File: src/rtl/adc_nibble_tx_pkg.sv
// Shared encodings, frame layout and default timing for the ADC nibble transmitter.
// Pulls one nibble of the {current_temp, set_temp, set_time} snapshot by frame index.
package adc_nibble_tx_pkg;

    typedef enum logic [2:0] {
        ST_IDLE   = 3'd0,
        ST_CONV   = 3'd1,
        ST_SETUP  = 3'd2,
        ST_STROBE = 3'd3,
        ST_HOLD   = 3'd4,
        ST_DONE   = 3'd5
    } state_e;

    localparam int NIBBLES_PER_FRAME = 5;

    localparam logic [2:0] IDX_CUR_HI  = 3'd0;
    localparam logic [2:0] IDX_CUR_LO  = 3'd1;
    localparam logic [2:0] IDX_SET_HI  = 3'd2;
    localparam logic [2:0] IDX_SET_LO  = 3'd3;
    localparam logic [2:0] IDX_TIME    = 3'd4;

    localparam int DEF_CONV_CYCLES  = 8;
    localparam int DEF_SETUP_CYCLES = 2;
    localparam int DEF_PULSE_CYCLES = 2;
    localparam int DEF_HOLD_CYCLES  = 2;

    function automatic logic [3:0] nibble_at(input logic [19:0] snap, input logic [2:0] idx);
        logic [3:0] nib;
        case (idx)
            IDX_CUR_HI: nib = snap[19:16];
            IDX_CUR_LO: nib = snap[15:12];
            IDX_SET_HI: nib = snap[11:8];
            IDX_SET_LO: nib = snap[7:4];
            IDX_TIME:   nib = snap[3:0];
            default:    nib = 4'h0;
        endcase
        return nib;
    endfunction

    function automatic int max4(input int a, input int b, input int c, input int d);
        int m;
        m = a;
        if (b > m) m = b;
        if (c > m) m = c;
        if (d > m) m = d;
        return m;
    endfunction

endpackage

File: src/rtl/adc_nibble_tx_edge_sync.sv
// Two-flop synchroniser for an asynchronous level, followed by a one-cycle rising-edge pulse.
module adc_nibble_tx_edge_sync (
    input  logic clk,
    input  logic rst_n,
    input  logic async_in,
    output logic rise_pulse
);

    logic meta_q, meta_d;
    logic sync_q, sync_d;
    logic prev_q, prev_d;

    always_comb begin
        meta_d = async_in;
        sync_d = meta_q;
        prev_d = sync_q;
    end

    always_ff @(posedge clk or negedge rst_n) begin
        if (!rst_n) begin
            meta_q <= 1'b0;
            sync_q <= 1'b0;
            prev_q <= 1'b0;
        end else begin
            meta_q <= meta_d;
            sync_q <= sync_d;
            prev_q <= prev_d;
        end
    end

    assign rise_pulse = sync_q & ~prev_q;

endmodule

File: src/rtl/adc_nibble_tx.sv
// ADC-side nibble bus transmitter: snapshots the three values on a request and
// sends them as five strobed nibbles after a conversion delay.
module adc_nibble_tx
    import adc_nibble_tx_pkg::*;
#(
    parameter int CONV_CYCLES  = DEF_CONV_CYCLES,
    parameter int SETUP_CYCLES = DEF_SETUP_CYCLES,
    parameter int PULSE_CYCLES = DEF_PULSE_CYCLES,
    parameter int HOLD_CYCLES  = DEF_HOLD_CYCLES
) (
    input  logic       clk,
    input  logic       rst,
    input  logic       adc_enable,
    input  logic [7:0] current_temp,
    input  logic [7:0] set_temp,
    input  logic [3:0] set_time,
    output logic [3:0] adc_data,
    output logic       adc_int,
    output logic       busy,
    output logic       frame_done,
    output logic [2:0] dbg_state
);

    localparam int MAX_CYCLES = max4(CONV_CYCLES, SETUP_CYCLES, PULSE_CYCLES, HOLD_CYCLES);
    localparam int CNT_W      = (MAX_CYCLES > 1) ? $clog2(MAX_CYCLES) : 1;

    localparam logic [CNT_W-1:0] CONV_LOAD  = CNT_W'(CONV_CYCLES - 1);
    localparam logic [CNT_W-1:0] SETUP_LOAD = CNT_W'(SETUP_CYCLES - 1);
    localparam logic [CNT_W-1:0] PULSE_LOAD = CNT_W'(PULSE_CYCLES - 1);
    localparam logic [CNT_W-1:0] HOLD_LOAD  = CNT_W'(HOLD_CYCLES - 1);
    localparam logic [2:0]       LAST_IDX   = 3'(NIBBLES_PER_FRAME - 1);

    logic detect;

    adc_nibble_tx_edge_sync u_edge_sync (
        .clk        (clk),
        .rst_n      (rst),
        .async_in   (adc_enable),
        .rise_pulse (detect)
    );

    state_e           state_q, state_d;
    logic [CNT_W-1:0] cnt_q, cnt_d;
    logic [2:0]       idx_q, idx_d;
    logic [19:0]      snap_q, snap_d;
    logic [3:0]       data_q, data_d;
    logic             int_q, int_d;
    logic             busy_q, busy_d;
    logic             done_q, done_d;

    // Strobe protocol: adc_data is valid from SETUP entry until HOLD exit;
    // the receiver samples it on the rising edge of adc_int with no back-pressure.
    always_comb begin
        state_d = state_q;
        cnt_d   = cnt_q;
        idx_d   = idx_q;
        snap_d  = snap_q;
        data_d  = data_q;
        int_d   = int_q;
        busy_d  = busy_q;
        done_d  = 1'b0;

        case (state_q)
            ST_IDLE: begin
                if (detect) begin
                    snap_d  = {current_temp, set_temp, set_time};
                    busy_d  = 1'b1;
                    cnt_d   = CONV_LOAD;
                    state_d = ST_CONV;
                end
            end
            ST_CONV: begin
                if (cnt_q == '0) begin
                    idx_d   = IDX_CUR_HI;
                    data_d  = nibble_at(snap_q, IDX_CUR_HI);
                    cnt_d   = SETUP_LOAD;
                    state_d = ST_SETUP;
                end else begin
                    cnt_d = cnt_q - CNT_W'(1);
                end
            end
            ST_SETUP: begin
                if (cnt_q == '0) begin
                    int_d   = 1'b1;
                    cnt_d   = PULSE_LOAD;
                    state_d = ST_STROBE;
                end else begin
                    cnt_d = cnt_q - CNT_W'(1);
                end
            end
            ST_STROBE: begin
                if (cnt_q == '0) begin
                    int_d   = 1'b0;
                    cnt_d   = HOLD_LOAD;
                    state_d = ST_HOLD;
                end else begin
                    cnt_d = cnt_q - CNT_W'(1);
                end
            end
            ST_HOLD: begin
                if (cnt_q != '0) begin
                    cnt_d = cnt_q - CNT_W'(1);
                end else if (idx_q == LAST_IDX) begin
                    done_d  = 1'b1;
                    busy_d  = 1'b0;
                    data_d  = 4'h0;
                    state_d = ST_DONE;
                end else begin
                    idx_d   = idx_q + 3'd1;
                    data_d  = nibble_at(snap_q, idx_q + 3'd1);
                    cnt_d   = SETUP_LOAD;
                    state_d = ST_SETUP;
                end
            end
            ST_DONE: begin
                state_d = ST_IDLE;
            end
            default: begin
                state_d = ST_IDLE;
                data_d  = 4'h0;
                int_d   = 1'b0;
                busy_d  = 1'b0;
            end
        endcase
    end

    always_ff @(posedge clk or negedge rst) begin
        if (!rst) begin
            state_q <= ST_IDLE;
            cnt_q   <= '0;
            idx_q   <= '0;
            snap_q  <= '0;
            data_q  <= '0;
            int_q   <= 1'b0;
            busy_q  <= 1'b0;
            done_q  <= 1'b0;
        end else begin
            state_q <= state_d;
            cnt_q   <= cnt_d;
            idx_q   <= idx_d;
            snap_q  <= snap_d;
            data_q  <= data_d;
            int_q   <= int_d;
            busy_q  <= busy_d;
            done_q  <= done_d;
        end
    end

    assign adc_data   = data_q;
    assign adc_int    = int_q;
    assign busy       = busy_q;
    assign frame_done = done_q;
    assign dbg_state  = state_q;

endmodule

File: config.mk
export PLATFORM = sky130hd
export DESIGN_NAME = adc_nibble_tx
export DESIGN_NICKNAME = d
export VERILOG_FILES = /design/src/rtl/adc_nibble_tx_pkg.sv /design/src/rtl/adc_nibble_tx_edge_sync.sv /design/src/rtl/adc_nibble_tx.sv
export SDC_FILE = /design/constraint.sdc
export NUM_CORES = 1
export LEC_CHECK = 0
export ABC_AREA = 1
export ABC_CLOCK_PERIOD_IN_PS = 1900
export CAP_MARGIN = 5
export CELL_PAD_IN_SITES_DETAIL_PLACEMENT = 1
export CELL_PAD_IN_SITES_GLOBAL_PLACEMENT = 1
export CORE_ASPECT_RATIO = 1.75
export CORE_MARGIN = 5
export CORE_UTILIZATION = 41
export DETAILED_ROUTE_END_ITERATION = 10
export GPL_TIMING_DRIVEN = 0
export PLACE_DENSITY = 0.83
export SETUP_SLACK_MARGIN = 0.05
export SLEW_MARGIN = 40
export SYNTH_ARGS = -nofsm -noshare
export SYNTH_HDL_FRONTEND = slang
export SYNTH_SLANG_ARGS = --single-unit
File: constraint.sdc
create_clock -name clk -period 1.9 [get_ports clk]
set_input_delay 0.57 -clock clk [delete_from_list [all_inputs] [get_ports clk]]
set_output_delay 0.57 -clock clk [all_outputs]
set_load 0.01 [all_outputs]
**Word-level counts from Yosys, hierarchy flattened**

Cells that the tools add are included.

- Bitwise gates (word level): 5
- Reductions and logical operators: 17
- Add/subtract/negate cells: 2
- Mux-type cells: 31
- Eq/ne operators: 18

Operators with widths:

| kind | count |
|---|---|
| two-way mux 3 bit | 13 |
| case mux 4 bit (5 select lines) | 1 |
| case mux 3 bit (5 select lines) | 1 |
| inequality test 2 bit (second input constant) | 7 |
| equality test 3 x 2 -> 1 bit (second input constant) | 4 |
| equality test 3 bit (second input constant) | 4 |
| two-way mux 4 bit | 3 |
| case mux 4 bit (3 select lines) | 1 |
| OR reduction 4 bit | 3 |
| zero test 3 bit | 3 |
| case mux 3 bit (3 select lines) | 1 |
| AND reduction 3 bit | 3 |
| two-way mux 1 bit | 8 |
| AND reduction 4 bit | 2 |
| equality test 3 x 1 -> 1 bit (second input constant) | 2 |
| case mux 1 bit (3 select lines) | 2 |
| case mux 3 bit (2 select lines) | 1 |
| nonzero test 3 bit | 2 |
| AND reduction 5 bit | 1 |
| inverter 1 bit | 4 |
| adder 3 x 1 -> 3 bit (second input constant) | 1 |
| inequality test 3 bit (second input constant) | 1 |
| OR reduction 3 bit | 1 |
| subtractor 3 x 1 -> 3 bit (second input constant) | 1 |
| 3 further kinds | 3 |

- Input port bits: 23
- Bits in registers: 39
- Output and inout port bits: 10

**Depth between registers and ports, before layout**

Gate-level depths: netlist of the first run.

- Word-level depth: 6
- Gate-level depth with buffers: 11
- Mapped depth without buffers: 11

**Cells and area by module**

A second synthesis of the first run with hierarchy kept.

- Cells, all modules: 203
- Area total of the unflattened synthesis: 1,968.1 sq um

By module, submodules not included:

| module | seq. area each (sq um) | times used | area an instance (sq um) | cells each |
|---|---|---|---|---|
| adc_nibble_tx | 900.9 | 1 | 1,883.1 | 198 |
| adc_nibble_tx_edge_sync | 75.1 | 1 | 85.1 | 5 |

**Worst setup path before layout of the first run**

OpenSTA, ideal clock, no wires.

- Kind: register to register
- From: reg idx_q[0]
- To: reg cnt_q[1]
- Required time: 1,784 ps
- Setup time: 116 ps
- Path slack: 479 ps
- Cell stages (with the launch flop): 11
- Data arrival time: 1,304 ps
- Cell sequence: dfrtp_1 inv_1 ha_1 nand2_1 inv_1 nand2_4 nor2_4 nor3_4 nand2_1 nand2_1 nand2_1

- Cells in the longest elaborated chain, start to end: 3

RTL lines:

| element | line | RTL |
|---|---|---|
| start: declaration | adc_nibble_tx.sv:44 | `logic [2:0] idx_q, idx_d;` |
| start signal: assignment | adc_nibble_tx.sv:140 | `idx_q <= idx_d;` |
| equality test 3 bit | adc_nibble_tx.sv:103 | `end else if (idx_q == LAST_IDX) begin` |
| inequality test 3 bit (no line) | n/a |  |
| AND reduction 3 bit (no line) | n/a |  |
| end signal: assignment | adc_nibble_tx.sv:139 | `cnt_q <= cnt_d;` |
| end: declaration | adc_nibble_tx.sv:43 | `logic [CNT_W-1:0] cnt_q, cnt_d;` |

Every way passes these cells.
A chain may end at the register's enable or synchronous reset.

**Worst setup path in the final report of the first run**

- From: reg int_q (netlist: adc_int)
- To: out adc_int

RTL lines:

| element | line | RTL |
|---|---|---|
| start: declaration | adc_nibble_tx.sv:47 | `logic int_q, int_d;` |
| start signal: assignment | adc_nibble_tx.sv:143 | `int_q <= int_d;` |
| end: declaration | adc_nibble_tx.sv:18 | `output logic adc_int,` |

No word-level cell between the ends.

==> results of run 1 <==
final cells by class:
cell class | instances | area [µm²] | share of cell area (%)
timing repair buffer | 33 | 328 | 12.7
clock buffer | 6 | 82.6 | 3.20
multi-input combinational | 142 | 970 | 37.5
tap | 54 | 67.6 | 2.62
sequential | 39 | 977 | 37.8
clock inverter | 2 | 35.0 | 1.36
inverter | 22 | 82.6 | 3.20
buffer | 4 | 41.3 | 1.60
cell usage after synthesis (all sizes together):
master and n:
nand2 64, dfrtp 39, inv 22, mux2 20, o21ai 16, nand3 13, nor2 9, ha 7
buf 4, nand4 4, nor3 4, a21oi 2, and3 1, o211ai 1, o22ai 1
registers in the layout, indices dropped and copies added (netlist names), 3 cells and up:
signal and count:
snap_q 20, adc_data 4, cnt_q 3, dbg_state 3, idx_q 3
through the flow:
stage / worst slack [ps] / power [µW] / area (µm²)
after floorplan: 479 / 2650 / 2070
after global placement: -697 / 3150 / 2450
after detailed placement: 233 / 3240 / 2450
after CTS: 47.6 / 4020 / 2580
after global routing: 50.4 / 4270 / 2580
final: 115 / 3960 / 2580
worst max path at each step:
stage                       startpoint           end  slack, ps  cells after the start
after detailed placement      idx_q[0]   adc_data[0]        230                     11
after global routing           adc_int       adc_int         50                      1
after CTS                 dbg_state[1]  dbg_state[1]         50                      1
final                          adc_int       adc_int        110                      1
after global placement             rst   adc_data[0]       -700                      1
after floorplan               idx_q[0]      cnt_q[1]        480                     10
per-layer routing:
metal / GRT usage, % / part of all wire (%)
met1: 16.5 / 37
met2: 29.1 / 57
met5: 0 / 0
met3: 3.57 / 3.1
met4: 7.43 / 2.7
kinds of logic (layout without fill, tap and decap cells):
logic type	after synthesis	in the layout	share of synthesized area [%]
AO/OA/AOI/OAI	20	20	5.02
adder cells (fa/ha/maj)	7	7	4.24
buffers and inverters	26	67	5.99
flip-flops	39	39	47.2
multiplexers	20	20	14.3
AND/OR/NAND/NOR	95	95	23.2
repair_timing:
| action | CTS | global route |
|---|---|---|
| buffers inserted | 1 | 0 |
| pin swaps | 0 | 0 |
| setup endpoints to repair | 2 | 6 |
| resized for setup | 1 | 2 |
power by group through the flow:
| stage | Combinational, µW | Clock (µW) | Sequential (µW) |
|---|---|---|---|
| 6_report | 1800 | 732 | 1430 |
| 5_1_grt | 2000 | 790 | 1480 |
| 3_5_place_dp | 1780 | 0 | 1460 |
| 2_1_floorplan | 1230 | 0 | 1420 |
| 4_1_cts | 1830 | 754 | 1430 |
| 3_3_place_gp | 1720 | 0 | 1430 |
==> metrics, run 1 <==
sequential-to-total area share from yosys stat 47.2%; P per Cell Area 1530 nW/µm²; syn_nets 237; Reg clk slew, reported paths 80 ps; Avg Synthesized Cell Area 9.99 µm²; Final TNS setup 0 ps; Clock Path Buffers 2; Post-DP HPWL 3.70 mm; crit path DAT 1220 ps; Net Sw Frac 36.8%; global-route usage over all layers 15.9%; actual transition at the worst max-transition pin 493 ps; worst rel slew slack 67.2%; Syn-to-layout area delta 25.0%; Die Width 63.7 µm; vias in the first global route 1721; largest area contributor in the netlist dfrtp_1; Final Critical Period 1790 ps; Combinational Power Share 45.5%; layout cells sized above 1 23.8%; # DRC 0; R2R cell count 11; ant diodes 0; Starting DRT DRC Count 44; TritonCTS buffer count 5; crit start category register; critical path peak fanout 2; Die Ht 104 µm; # fillers 577; Tightest Hold Check Type input pin to async pin; cell family with most CP delay buffers and inverters; Routed WL per cell 16.1 µm; core area 4930 µm²; vias 1530; Fin Clk Skew 9.06 ps; Yosys top cell area share 47.2%; Final Hold Fails 0; most common cell after layout, fill and taps aside nand2_1; Congestion Overflow GR 0; H-tree Lvls 2; yosys warns 0; Die Footprint 6620 µm²; Post-Syn Area 2070 µm²; Max-Cap Viols 0; via-per-instance ratio 5.07; Non-Filler Instances 302; reg2reg end adc_data[0]; synth unique cells 25; slowest stage delay, CP 550 ps; top post-synthesis cells by area dfrtp_1, mux2_4, nand2_1, ha_1, nand3_1; most frequent cells in the layout nand2_1, dfrtp_1, clkdlybuf4s50_1, mux2_4, inv_1; CTS tree built; Buf/Inv on CP 1; Layout Nets 277; Int Power 2500 µW; Slew Limit Fails 0; Leakage 0.00136 µW; Max Freq 0.560 GHz; worst vdd ir 0.000928 V; ANT nets after route 0; site row count 34; Clock Latency Late Sink 300 ps; Hold Slack 225 ps; Data required, critical path 1330 ps; maximum number of pins on one net before global-route repair 40; clock sink count 39; Core Util, Final 52.4%; P_sw 1460 µW; DRT Wirelength 4.86 mm; hold buffer count at cts 0; Critical R2R Launch idx_q[0]; kind of critical path register to output port; part of the power in registers 36.0%; clock share of power 18.5%; Initial Util 41.9%; Placed Cells 293; first-pass GRT wire length 8.21 mm; RSZ-0062 raised after global routing no; Worst setup EP type output port; Tcrit/Tclk final 94.0%; initial antenna violation count 0; Final Wtd Congestion 0.850; IO Port Bufs 32; R2R setup slack 250 ps; drt pass-1 iters 4; status finished clean; final setup violation count 0; root buffer cell clkbuf_8; cells after synthesis 207; CP cell instances clkdlybuf4s50_1; #FFs+latches synth 39; slowest CP cell clkdlybuf4s50_1; I/O pin count 33
(Power assumes the default switching activity.)
==> run 2: changes to the inputs <==
--- a/config.mk
+++ b/config.mk
@@ -8,14 +8,13 @@
 export ABC_AREA = 1
 export ABC_CLOCK_PERIOD_IN_PS = 1900
 export CAP_MARGIN = 5
-export CELL_PAD_IN_SITES_DETAIL_PLACEMENT = 1
-export CELL_PAD_IN_SITES_GLOBAL_PLACEMENT = 1
 export CORE_ASPECT_RATIO = 1.75
 export CORE_MARGIN = 5
-export CORE_UTILIZATION = 41
+export CORE_UTILIZATION = 53
+export CTS_CLUSTER_DIAMETER = 100
 export DETAILED_ROUTE_END_ITERATION = 10
 export GPL_TIMING_DRIVEN = 0
-export PLACE_DENSITY = 0.83
+export PLACE_DENSITY = 0.85
 export SETUP_SLACK_MARGIN = 0.05
 export SLEW_MARGIN = 40
 export SYNTH_ARGS = -nofsm -noshare
==> metrics, run 2 (synthesis results as in run 1) <==
status finished clean; drt pass-1 iters 4; TritonCTS buffer count 5; max reg flops 20; Die Footprint 5300 µm²; post-route cell area 2570 µm²; register area 977 µm²; critical path peak fanout 2; P_sw 1400 µW; via-per-instance ratio 5.18; most common cell after layout, fill and taps aside nand2_1; crit path DAT 1190 ps; Final Critical Period 1760 ps; global-route usage over all layers 17.5%; Final Wtd Congestion 0.934; DRT Wirelength 4.13 mm; Syn-to-layout area delta 24.5%; Slew Limit Fails 0; slowest stage delay, CP 540 ps; placed instance area 2440 µm²; Combinational Power Share 45.3%; layout cells sized above 1 23.4%; cell family with most CP delay buffers and inverters; root buffer cell clkbuf_8; maximum number of pins on one net before global-route repair 40; most frequent cells in the layout nand2_1, dfrtp_1, clkdlybuf4s50_1, mux2_4, inv_1; Biggest register snap_q; Critical R2R Launch idx_q[0]; kind of critical path register to output port; clock sink count 39; # fillers 317; Tcrit/Tclk final 92.8%; # DRC 0; ANT nets after route 0; worst vdd ir 0.00107 V; final setup violation count 0; H-tree Lvls 2; RSZ-0062 raised after global routing no; slowest CP cell clkdlybuf4s50_1; crit start category register; Fin Clk Skew 6.10 ps; Starting DRT DRC Count 43; IO Port Bufs 32; final worst slack 137 ps; vias in the first global route 1568; Clock Latency Late Sink 290 ps; Buf/Inv on CP 1; site row count 30; CTS tree built; Clock Path Buffers 2; ant diodes 0; core area 3830 µm²; Layout Nets 277; Worst setup EP type output port; P per Cell Area 1510 nW/µm²; CP cell instances clkdlybuf4s50_1; first-pass GRT wire length 7.04 mm; vias 1534; Die Width 57.2 µm; Congestion Overflow GR 0; Reg clk slew, reported paths 70 ps; Max-Cap Viols 0; Die Ht 92.6 µm; Tightest Hold Check Type input pin to async pin; multi-input logic area 967 µm²; actual transition at the worst max-transition pin 482 ps; initial antenna violation count 0; Initial Util 54.0%; Net Sw Frac 35.8%; Critical Path Start dbg_state[0]; clock share of power 18.2%; Post-DP HPWL 3.11 mm; worst rel slew slack 67.8%; pre-CTS WS 279 ps; Final Hold Fails 0; I/O pin count 33; Max Freq 0.567 GHz; part of the power in registers 36.5%; Leakage 0.00136 µW; Routed WL per cell 13.9 µm; Data required, critical path 1330 ps; Int Power 2500 µW
run 2: cell counts in the layout (fill, tap and decap cells not counted):
No cell type changed its count.
run 2: timing repair:
action	CTS	global route
setup endpoints to repair	2	1
resized for setup	1	1
hold buffers	0	0
buffers inserted	1	0
cloned	0	0
endpoints found under the hold margin	0	0
run 2: final timing paths:
check / endpoint / slack, ps / depth (start not counted)
setup reg to reg: adc_data[0] / 280 / 11
hold reg to reg: u_edge_sync.prev_d / 360 / 0
setup / recovery: dbg_state[0] / 140 / 1
max in group asynchronous: dbg_state[1] / 1320 / 1
min in group clk: u_edge_sync.prev_d / 360 / 0
hold / removal: busy / 230 / 1
run 2: worst register-to-register path, delay by kind of cell, from the launching register on:
| family | cells | cell delay, ps |
|---|---|---|
| AND/OR/NAND/NOR | 8 | 570 |
| flip-flops | 1 | 430 |
| buffers and inverters | 2 | 290 |
| adder cells (fa/ha/maj) | 1 | 260 |
run 2: per-stage QoR:
step	utilization [%]	TNS, ps	hold WS (ps)	std cells	total power (µW)
3_3_place_gp	63.9	-24130	335	287	3110
3_5_place_dp	63.9	0	339	287	3170
5_1_grt	67.2	0	264	296	4200
6_report	67.2	0	234	296	3900
4_1_cts	67.2	0	246	296	3930
2_1_floorplan	-	0	274	207	2650
run 2: power groups by stage:
stage	clock network, µW	logic [µW]	registers, µW
final	709	1760	1420
after CTS	729	1780	1420
after global routing	760	1960	1480
after floorplan	0	1230	1420
after detailed placement	0	1740	1430
after global placement	0	1680	1430
run 2: layout make-up:
class                           count  share of cell area, %
Timing Repair Buffer               33                   12.7
Multi-Input combinational cell    142                   37.6
Clock buffer                        6                   3.21
Clock inverter                      2                   1.36
Buffer                              4                   1.60
Inverter                           22                   3.21
Sequential cell                    39                   38.0
Tap cell                           48                   2.33
run 2: layer usage:
layer / vias to the layer above / wire length [µm] / part of all wire, % / track usage [%]
met5: - / 0 / 0 / 0
met4: 0 / 157 / 3.8 / 8.32
met3: 16 / 144 / 3.5 / 3.35
met2: 44 / 2290 / 55 / 31.7
met1: 724 / 1540 / 37 / 18.9
li1: 750 / - / - / -
